## src/rtl/reaction_if.sv

```systemverilog
// Signal bundle between the reaction-game stimulus side and reaction_fsm.
// best_ms exists only when REACTION_BEST_EN is defined.
interface reaction_if #(
  parameter int RESULT_W = 14
);
  logic                start;
  logic                react;
  logic                delay_done;
  logic                timer_reset_n;
  logic                led;
  logic [RESULT_W-1:0] result_ms;
  logic                result_valid;
  logic                early;
  logic                timeout;
`ifdef REACTION_BEST_EN
  logic [RESULT_W-1:0] best_ms;
`endif

  modport master (
    output start, react, delay_done,
`ifdef REACTION_BEST_EN
    input  best_ms,
`endif
    input  timer_reset_n, led, result_ms, result_valid, early, timeout
  );

  modport slave (
    input  start, react, delay_done,
`ifdef REACTION_BEST_EN
    output best_ms,
`endif
    output timer_reset_n, led, result_ms, result_valid, early, timeout
  );
endinterface

```

## src/rtl/reaction_fsm.sv

```systemverilog
// Reaction-time game control: arms the delay timer, measures response in ms,
// flags false starts and timeouts. Define REACTION_BEST_EN to add best_ms tracking.
module reaction_fsm #(
  parameter int CLKS_PER_MS  = 50000,
  parameter int MAX_REACT_MS = 9999,
  parameter int RESULT_W     = 14
) (
  input  logic       clk,
  input  logic       reset,
  reaction_if.slave  bus
);

  localparam int CYC_W = (CLKS_PER_MS > 1) ? $clog2(CLKS_PER_MS) : 1;
  localparam logic [CYC_W-1:0]    CYC_LAST = CYC_W'(CLKS_PER_MS - 1);
  localparam logic [RESULT_W-1:0] MS_MAX   = RESULT_W'(MAX_REACT_MS);

  typedef enum logic [2:0] {IDLE, ARMED, GO, DONE, FOUL} state_t;

  state_t              state, state_nxt;
  logic                start_q, react_q;
  logic                start_rise, react_rise;
  logic [CYC_W-1:0]    cyc_cnt, cyc_nxt;
  logic [RESULT_W-1:0] ms_cnt, ms_nxt;
  logic [RESULT_W-1:0] result_q, result_nxt;
  logic                timeout_q, timeout_nxt;
  logic                wrap;

  function automatic logic [RESULT_W-1:0] ms_sat_inc(input logic [RESULT_W-1:0] v);
    return (v >= MS_MAX) ? MS_MAX : v + RESULT_W'(1);
  endfunction

  assign start_rise = bus.start & ~start_q;
  assign react_rise = bus.react & ~react_q;
  assign wrap       = (cyc_cnt == CYC_LAST);

  always_ff @(posedge clk or negedge reset) begin
    if (!reset) begin
      state     <= IDLE;
      start_q   <= 1'b0;
      react_q   <= 1'b0;
      cyc_cnt   <= '0;
      ms_cnt    <= '0;
      result_q  <= '0;
      timeout_q <= 1'b0;
    end else begin
      state     <= state_nxt;
      start_q   <= bus.start;
      react_q   <= bus.react;
      cyc_cnt   <= cyc_nxt;
      ms_cnt    <= ms_nxt;
      result_q  <= result_nxt;
      timeout_q <= timeout_nxt;
    end
  end

  always_comb begin
    state_nxt   = state;
    cyc_nxt     = cyc_cnt;
    ms_nxt      = ms_cnt;
    result_nxt  = result_q;
    timeout_nxt = timeout_q;
    case (state)
      IDLE: begin
        if (start_rise) state_nxt = ARMED;
      end
      ARMED: begin
        // A press before the go event is a foul even if go arrives together.
        if (react_rise) begin
          state_nxt = FOUL;
        end else if (bus.delay_done) begin
          state_nxt = GO;
          cyc_nxt   = '0;
          ms_nxt    = '0;
        end
      end
      GO: begin
        cyc_nxt = wrap ? '0 : cyc_cnt + CYC_W'(1);
        if (wrap) ms_nxt = ms_sat_inc(ms_cnt);
        // The press samples ms_cnt before this cycle's increment and beats timeout.
        if (react_rise) begin
          result_nxt  = ms_cnt;
          timeout_nxt = 1'b0;
          state_nxt   = DONE;
        end else if (ms_nxt == MS_MAX) begin
          result_nxt  = MS_MAX;
          timeout_nxt = 1'b1;
          state_nxt   = DONE;
        end
      end
      DONE, FOUL: begin
        if (start_rise) begin
          state_nxt   = ARMED;
          timeout_nxt = 1'b0;
        end
      end
      default: state_nxt = IDLE;
    endcase
  end

`ifdef REACTION_BEST_EN
  logic [RESULT_W-1:0] best_q;

  always_ff @(posedge clk or negedge reset) begin
    if (!reset) begin
      best_q <= '1;
    end else if (state != DONE && state_nxt == DONE && !timeout_nxt && result_nxt < best_q) begin
      best_q <= result_nxt;
    end
  end

  assign bus.best_ms = best_q;
`endif

  assign bus.timer_reset_n = (state == ARMED);
  assign bus.led           = (state == GO);
  assign bus.result_valid  = (state == DONE);
  assign bus.early         = (state == FOUL);
  assign bus.result_ms     = result_q;
  assign bus.timeout       = timeout_q;

endmodule

```

## src/flat_wrapper.sv

```systemverilog
// flat-port wrapper written by rule: the top's interface ports become plain ports
module reaction_fsm_flat 
#(
  parameter int CLKS_PER_MS  = 50000,
  parameter int MAX_REACT_MS = 9999,
  parameter int RESULT_W     = 14
)
  (clk, reset, bus_start, bus_react, bus_delay_done, bus_timer_reset_n, bus_led, bus_result_ms, bus_result_valid, bus_early, bus_timeout);
  reaction_if #(.RESULT_W(RESULT_W)) bus_i ();
  input  logic clk;
  input  logic reset;
  input wire logic [$bits(bus_i.start)-1:0] bus_start;
  input wire logic [$bits(bus_i.react)-1:0] bus_react;
  input wire logic [$bits(bus_i.delay_done)-1:0] bus_delay_done;
  output wire logic [$bits(bus_i.timer_reset_n)-1:0] bus_timer_reset_n;
  output wire logic [$bits(bus_i.led)-1:0] bus_led;
  output wire logic [$bits(bus_i.result_ms)-1:0] bus_result_ms;
  output wire logic [$bits(bus_i.result_valid)-1:0] bus_result_valid;
  output wire logic [$bits(bus_i.early)-1:0] bus_early;
  output wire logic [$bits(bus_i.timeout)-1:0] bus_timeout;
  assign bus_i.start = bus_start;
  assign bus_i.react = bus_react;
  assign bus_i.delay_done = bus_delay_done;
  assign bus_timer_reset_n = bus_i.timer_reset_n;
  assign bus_led = bus_i.led;
  assign bus_result_ms = bus_i.result_ms;
  assign bus_result_valid = bus_i.result_valid;
  assign bus_early = bus_i.early;
  assign bus_timeout = bus_i.timeout;
  reaction_fsm #(.CLKS_PER_MS(CLKS_PER_MS), .MAX_REACT_MS(MAX_REACT_MS), .RESULT_W(RESULT_W)) u_core (.clk(clk), .reset(reset), .bus(bus_i));
endmodule
```

## config.mk

```make
export PLATFORM = sky130hd
export DESIGN_NAME = reaction_fsm_flat
export DESIGN_NICKNAME = d
export VERILOG_FILES = /design/src/rtl/reaction_if.sv /design/src/rtl/reaction_fsm.sv /design/src/flat_wrapper.sv
export SDC_FILE = /design/constraint.sdc
export NUM_CORES = 1
export LEC_CHECK = 0
export ABC_AREA = 0
export CELL_PAD_IN_SITES_DETAIL_PLACEMENT = 1
export CELL_PAD_IN_SITES_GLOBAL_PLACEMENT = 1
export CORE_UTILIZATION = 48
export CTS_BUF_LIST = sky130_fd_sc_hd__clkbuf_4 sky130_fd_sc_hd__clkbuf_8 sky130_fd_sc_hd__clkbuf_16
export DETAILED_ROUTE_END_ITERATION = 7
export PLACE_DENSITY = 0.94
export REMOVE_ABC_BUFFERS = 1
export SLEW_MARGIN = 40
export SYNTH_ARGS = -nofsm -noshare
export SYNTH_HDL_FRONTEND = slang
export SYNTH_SLANG_ARGS = --single-unit
```

## constraint.sdc

```tcl
create_clock -name clk -period 3.9 [get_ports clk]
set_clock_uncertainty 0.05 [all_clocks]
set_input_delay 0.975 -clock clk [delete_from_list [all_inputs] [get_ports clk]]
set_output_delay 0.975 -clock clk [all_outputs]
set_load 0.01 [all_outputs]
```

# Yosys cells after proc, flatten, opt, wreduce, memory -nomap -nowiden
# Cells that the tools add are included.
# word_totals
ff_bits,50
inputBits,5
# op_classes
n_mux,22
order_cmp,1
reduce_logical,10
bitwise,4
eq_ne,12
n_addsub,2
# ops
operator,count
$mux W14,7
$mux W16,3
$pmux W16 S2,1
$pmux W14 S2,1
$add A16 B1 Y16 const B,1
$eq A16 B16 Y1 const B,1
$mux W3,5
$add A14 B1 Y14 const B,1
$eq A14 B14 Y1 const B,1
$ge A14 B14 Y1 const B,1
$pmux W3 S3,1
$reduce_and A3 Y1,3
$eq A3 B2 Y1 const B,2
$reduce_bool A2 Y1,3
$ne A2 B1 Y1 const B,2
$ne A2 B2 Y1 const B,2
$eq A3 B1 Y1 const B,1
$eq A3 B3 Y1 const B,1
$logic_not A3 Y1,1
$mux W1,3
$ne A3 B1 Y1 const B,1
$ne A3 B2 Y1 const B,1
$reduce_or A3 Y1,1
$and A1 B1 Y1,2
4 further kinds,5

# Logic depth before layout (Yosys ltp)
# logic_depth
word_depth,8
depth_mapped,11
ltp_nobuf,8

# Worst setup path after synthesis
# No wires, ideal clock.
# synth_timing
path_type,register to register
start,register u_core.ms_cnt[0]
end,register u_core.result_q[12] (netlist: u_core.bus.result_ms[12])
setup_time_ps,120
t_required_ps,3730
synth_period_minus_slack_ps,2527
arrival_ps,2357
path_stages_with_launch,9
path_buffers,0
slack_ps,1373
path_cell_list,dfrtp_1 ha_1 nand3_1 or4_1 nor3b_1 o31a_2 nor2b_1 nand4b_4 a31o_2
# synth_via
elab_chain_cells,7
word_cells_on_any_way,8
# synth_rtl
element,line,rtl
start: declaration,reaction_fsm.sv:23,"logic [RESULT_W-1:0] ms_cnt, ms_nxt;"
start signal: assignment,reaction_fsm.sv:50,ms_cnt <= ms_nxt;
$add A14 B1 Y14 / $ge A14 B14 Y1 (equally long branches),reaction_fsm.sv:29,return (v >= MS_MAX) ? MS_MAX : v + RESULT_W'(1);
$mux W14,reaction_fsm.sv:29,
$mux W14 *,reaction_fsm.sv:78,if (wrap) ms_nxt = ms_sat_inc(ms_cnt);
$mux W14 *,reaction_fsm.sv:62,case (state)
$eq A14 B14 Y1 *,reaction_fsm.sv:84,end else if (ms_nxt == MS_MAX) begin
$reduce_bool A2 Y1 (no line) *,-,
$reduce_and A2 Y1 (no line) *,-,
end signal: assignment,reaction_fsm.sv:51,result_q <= result_nxt;
end: declaration,reaction_fsm.sv:24,"logic [RESULT_W-1:0] result_q, result_nxt;"
# Every way passes the cells marked *; elsewhere a longest branch is shown, timed or not. The select of a mux whose other input is x is not followed.
# A chain may end at the register's enable or synchronous reset.

# Final worst setup path
# layout_timing
start,register u_core.cyc_cnt[0]
end,register u_core.result_q[6] (netlist: u_core.bus.result_ms[6])
# layout_via
elab_chain_cells,6
# layout_rtl
element,line,rtl
start: declaration,reaction_fsm.sv:22,"logic [CYC_W-1:0] cyc_cnt, cyc_nxt;"
start signal: assignment,reaction_fsm.sv:49,cyc_cnt <= cyc_nxt;
$eq A16 B16 Y1,reaction_fsm.sv:34,assign wrap = (cyc_cnt == CYC_LAST);
$mux W14,reaction_fsm.sv:78,
$mux W14,reaction_fsm.sv:62,
$eq A14 B14 Y1,reaction_fsm.sv:84,
$reduce_bool A2 Y1 (no line),-,
$reduce_and A2 Y1 (no line),-,
# Every way passes these cells. The select of a mux whose other input is x is not followed.

==> parameters.txt <==
Parameter                              Value

Floorplan
  X dimension of the die    80.3 um
  Die boundary height    between 80 and 90 um
  Floorplan die area    approximately 6400 sq um
  Initial Utilization    0.497
  Floorplan core area    5920 sq um
  Row cnt    28
  Number of primary I/O pins    24

STA
  Final critical delay including setup and external delays    between 3 and 4 ns
  Max frequency    ~310 MHz
  Slew Limit Fails    0
  Final Hold Viols    0
  Final count of negative-setup-slack endpoints    0
  Unrepaired setup endpoints after global routing    no
  Worst slew slack as a fraction of its limit    0.447
  Crit share post-route    0.823
  Slew @ Worst Pin    about 0.83 ns
  Fin Setup TNS    0 ns

Place
  Placer Congestion    between 0.8 and 0.9
  HPWL after DPL    5390 um
  Count of input and output buffers    23

Critical path
  Category of the worst setup path capture point    register
  CP Launch Point    u_core.cyc_cnt[0]$_DFFE_PN0P_
  Reg-to-reg endpoint    u_core.bus.result_ms[6]$_DFFE_PN0P_
  Startpoint types    register
  R2r worst-path depth    8
  Critical path class    register to register
  Highest fanout seen on the critical path    16
  Worst setup endpoint    u_core.bus.result_ms[6]$_DFFE_PN0P_
  Worst flop-to-flop path startpoint    u_core.cyc_cnt[0]$_DFFE_PN0P_
  Critical path data required time    4.05 ns
  Setup slack of the worst register-to-register path    0.69 ns
  Worst endpoint data arrival time    3.36 ns

CTS
  CTS Buffer Depth    2
  Depth of the CTS H-tree    2
  Number of buffers inserted by post-CTS setup repair    0
  Post-cts sizing count    0
  Sinks on Clock Net    50
  Reg clk slew, reported paths    0.10 ns
  TritonCTS clock tree    built
  Num CTS Buffers    5
  Root Buffer    clkbuf_8
  Worst-Skew Late Latency    between 0.3 and 0.4 ns
  Hold_buf cts    0

Drt
  Met2 WL post-DR    3790 um
  Vias    about 2.6k
  Met1 Wirelength    3610 um
  WL met3    303 um
  Top routing layer used    met4
  Post-route antenna net violation count    0
  Number of iterations in the first detailed-routing pass    4
  Wire length reported by the detailed router    between 7000 and 8000 um
  Post-route DRC    0
  Vias per std cell    roughly 6.2
  WL per Instance    ~18 um
  First-iteration detailed-routing DRC count    between 150 and 200

Worst hold path
  Worst hold path type    register to register

Pwr
  Clock group share of total power    0.193
  Internal power component    1130 uW
  Power density normalized to cell area    approximately 580 nW/um^2
  Worst vdd rail ir drop    about 0.00037 V
  Share of total power in combinational logic    0.416
  Power spent charging and discharging nets    roughly 770 uW
  Static leakage    approximately 0.0013 uW
  Sequential cell fraction of total power    0.390
  Net switching fraction of the power    0.404

Final layout
  Filler cells    between 700 and 800
  Synth-to-Final Area Change    10.7%
  Layout Utilization    0.550
  Layout cells sized above 1    0.109
  Antenna diode count    0
  Number of nets at the end of the flow    between 300 and 400

Synth
  Main flop type after synthesis    dfrtp_1
  Yosys warnings    0
  Number of enable flip-flop cells after synthesis    0
  Register area share after synthesis    0.426
  Synthesized netlist cell count    333
  Async S/R FF share, synth    1.00
  Avg Inst Size Synth    between 8 and 9 sq um
  Synth top area share    0.426
  Number of flip-flops and latches in the synthesized netlist    50
  Cell variety after synth    54
  Cell types occupying the most area after synthesis    dfrtp_1, o21ai_0, nand2_1, nor2_1, a21oi_2
  Leading area contributor after synthesis    dfrtp_1
  Netlist area before placement    ~2900 sq um

Global route
  Antenna violations before repair    0
  Number of global-route vias before repair    2705
  GR Util All Layers    0.263
  Maximum number of pins on one net before global-route repair    slightly above 50
  First-pass GRT wire length    approximately 13000 um
  Overall overflow remaining after global route    0

Run
  Number of maximum-capacitance violations    0

Status
  Outcome    finished, final reports clean
[flip-flops by register name, summed over array words and instances, names as in the netlist]
name / count
u_core.cyc_cnt: 16
u_core.bus.result_ms: 14
u_core.ms_cnt: 14
u_core.state: 3
u_core.bus.timeout: 1
u_core.react_q: 1
u_core.start_q: 1
[cell type report]
type                    instances  area [sq um]  share of cell area
repair buffers                 28           265              0.0815
flip-flops and latches         50          1250               0.384
multi-input cells             256          1510               0.464
well taps                      75          93.8              0.0288
clock buffers                   5          68.8              0.0211
clock inverters                 3          40.0              0.0123
inverters                       7          26.3             0.00807
[logic make-up after synthesis]
family / count (synthesis) / share of synthesized area
AND/OR/NAND/NOR: 134 / 0.234
AO/OA/AOI/OAI: 116 / 0.259
XOR/XNOR: 4 / 0.0119
buffers and inverters: 27 / 0.0609
adder cells (fa/ha/maj): 2 / 0.00851
flip-flops: 50 / 0.426
[synthesized netlist by cell type, types with 3 or more instances]
library cell / count
or3_1: 4
buf_6: 3
dfrtp_1: 50
nor2b_1: 6
a22o_1: 7
nand4_1: 3
o41ai_1: 3
o21ai_0: 43
nand2b_1: 3
xnor2_1: 3
nand2_1: 40
a21oi_2: 9
a31o_2: 6
a31oi_1: 5
clkbuf_8: 5
clkbuf_1: 10
nor4_1: 4
o31ai_1: 4
nor2_1: 38
a21oi_1: 12
o22ai_1: 10
nor3_1: 4
and3_1: 9
nand3_1: 7
inv_1: 7
[cell usage in the layout (no fill, tap or decap), drive strengths merged, types with 3 or more instances in the layout]
cell and count:
dfrtp 50, o21ai 45, nand2 40, nor2 38, clkdlybuf4s50 22, a21oi 21, o22ai 10, and3 10
nand3 8, inv 7, a22o 7, nor2b 6, a31o 6, buf 6, a31oi 5, clkbuf 5
nor3 5, or3 4, nor4 4, o31ai 4, nand2b 3, nand4 3, xnor2 3, o41ai 3
[through the flow]
step	area [sq um]	total power [uW]	hold WS [ns]	std cells	setup WS, ns
after floorplan	2790	1200	0.401	313	0.906
after global placement	3140	1490	0.412	416	0.785
after detailed placement	3150	1540	0.431	416	0.731
after CTS	3260	1910	0.453	424	0.696
after global routing	3260	2020	0.498	424	0.453
final	3260	1900	0.450	424	0.691
[worst max-delay path, stage by stage (launching register included)]
cell      delay (ns)
dfrtp_1         0.39
ha_1            0.22
nand4b_1        0.17
or4_1           0.77
nor4b_1         0.40
o211ai_1        0.15
o21ai_2         0.20
nand4b_4        0.36
a31o_2          0.39
[per-layer routing]
layer | vias up | GRT usage
met4 | 0 | 0.0875
li1 | 1248 | -
met5 | - | 0
met2 | 59 | 0.428
met3 | 10 | 0.0398
met1 | 1325 | 0.356
[how the worst min path moves through the flow]
stage,from,endpoint,slack [ns],depth (start not counted)
after detailed placement,u_core.bus.timeout$_DFFE_PN0P_,u_core.bus.timeout$_DFFE_PN0P_,0.43,2
after global placement,u_core.bus.timeout$_DFFE_PN0P_,u_core.bus.timeout$_DFFE_PN0P_,0.41,2
after CTS,u_core.bus.timeout$_DFFE_PN0P_,u_core.bus.timeout$_DFFE_PN0P_,0.45,2
after global routing,u_core.bus.timeout$_DFFE_PN0P_,u_core.bus.timeout$_DFFE_PN0P_,0.50,2
final,u_core.bus.timeout$_DFFE_PN0P_,u_core.bus.timeout$_DFFE_PN0P_,0.45,2
after floorplan,u_core.cyc_cnt[15]$_DFFE_PN0P_,u_core.cyc_cnt[15]$_DFFE_PN0P_,0.40,1
[power groups by stage]
| stage | Sequential (uW) | Clock [uW] | Combinational [uW] |
|---|---|---|---|
| after floorplan | 735 | 0 | 464 |
| after global placement | 738 | 0 | 757 |
| after detailed placement | 748 | 0 | 789 |
| after CTS | 740 | 375 | 795 |
| after global routing | 758 | 394 | 869 |
| final | 742 | 367 | 792 |
Power figures use the tool's default switching activity.
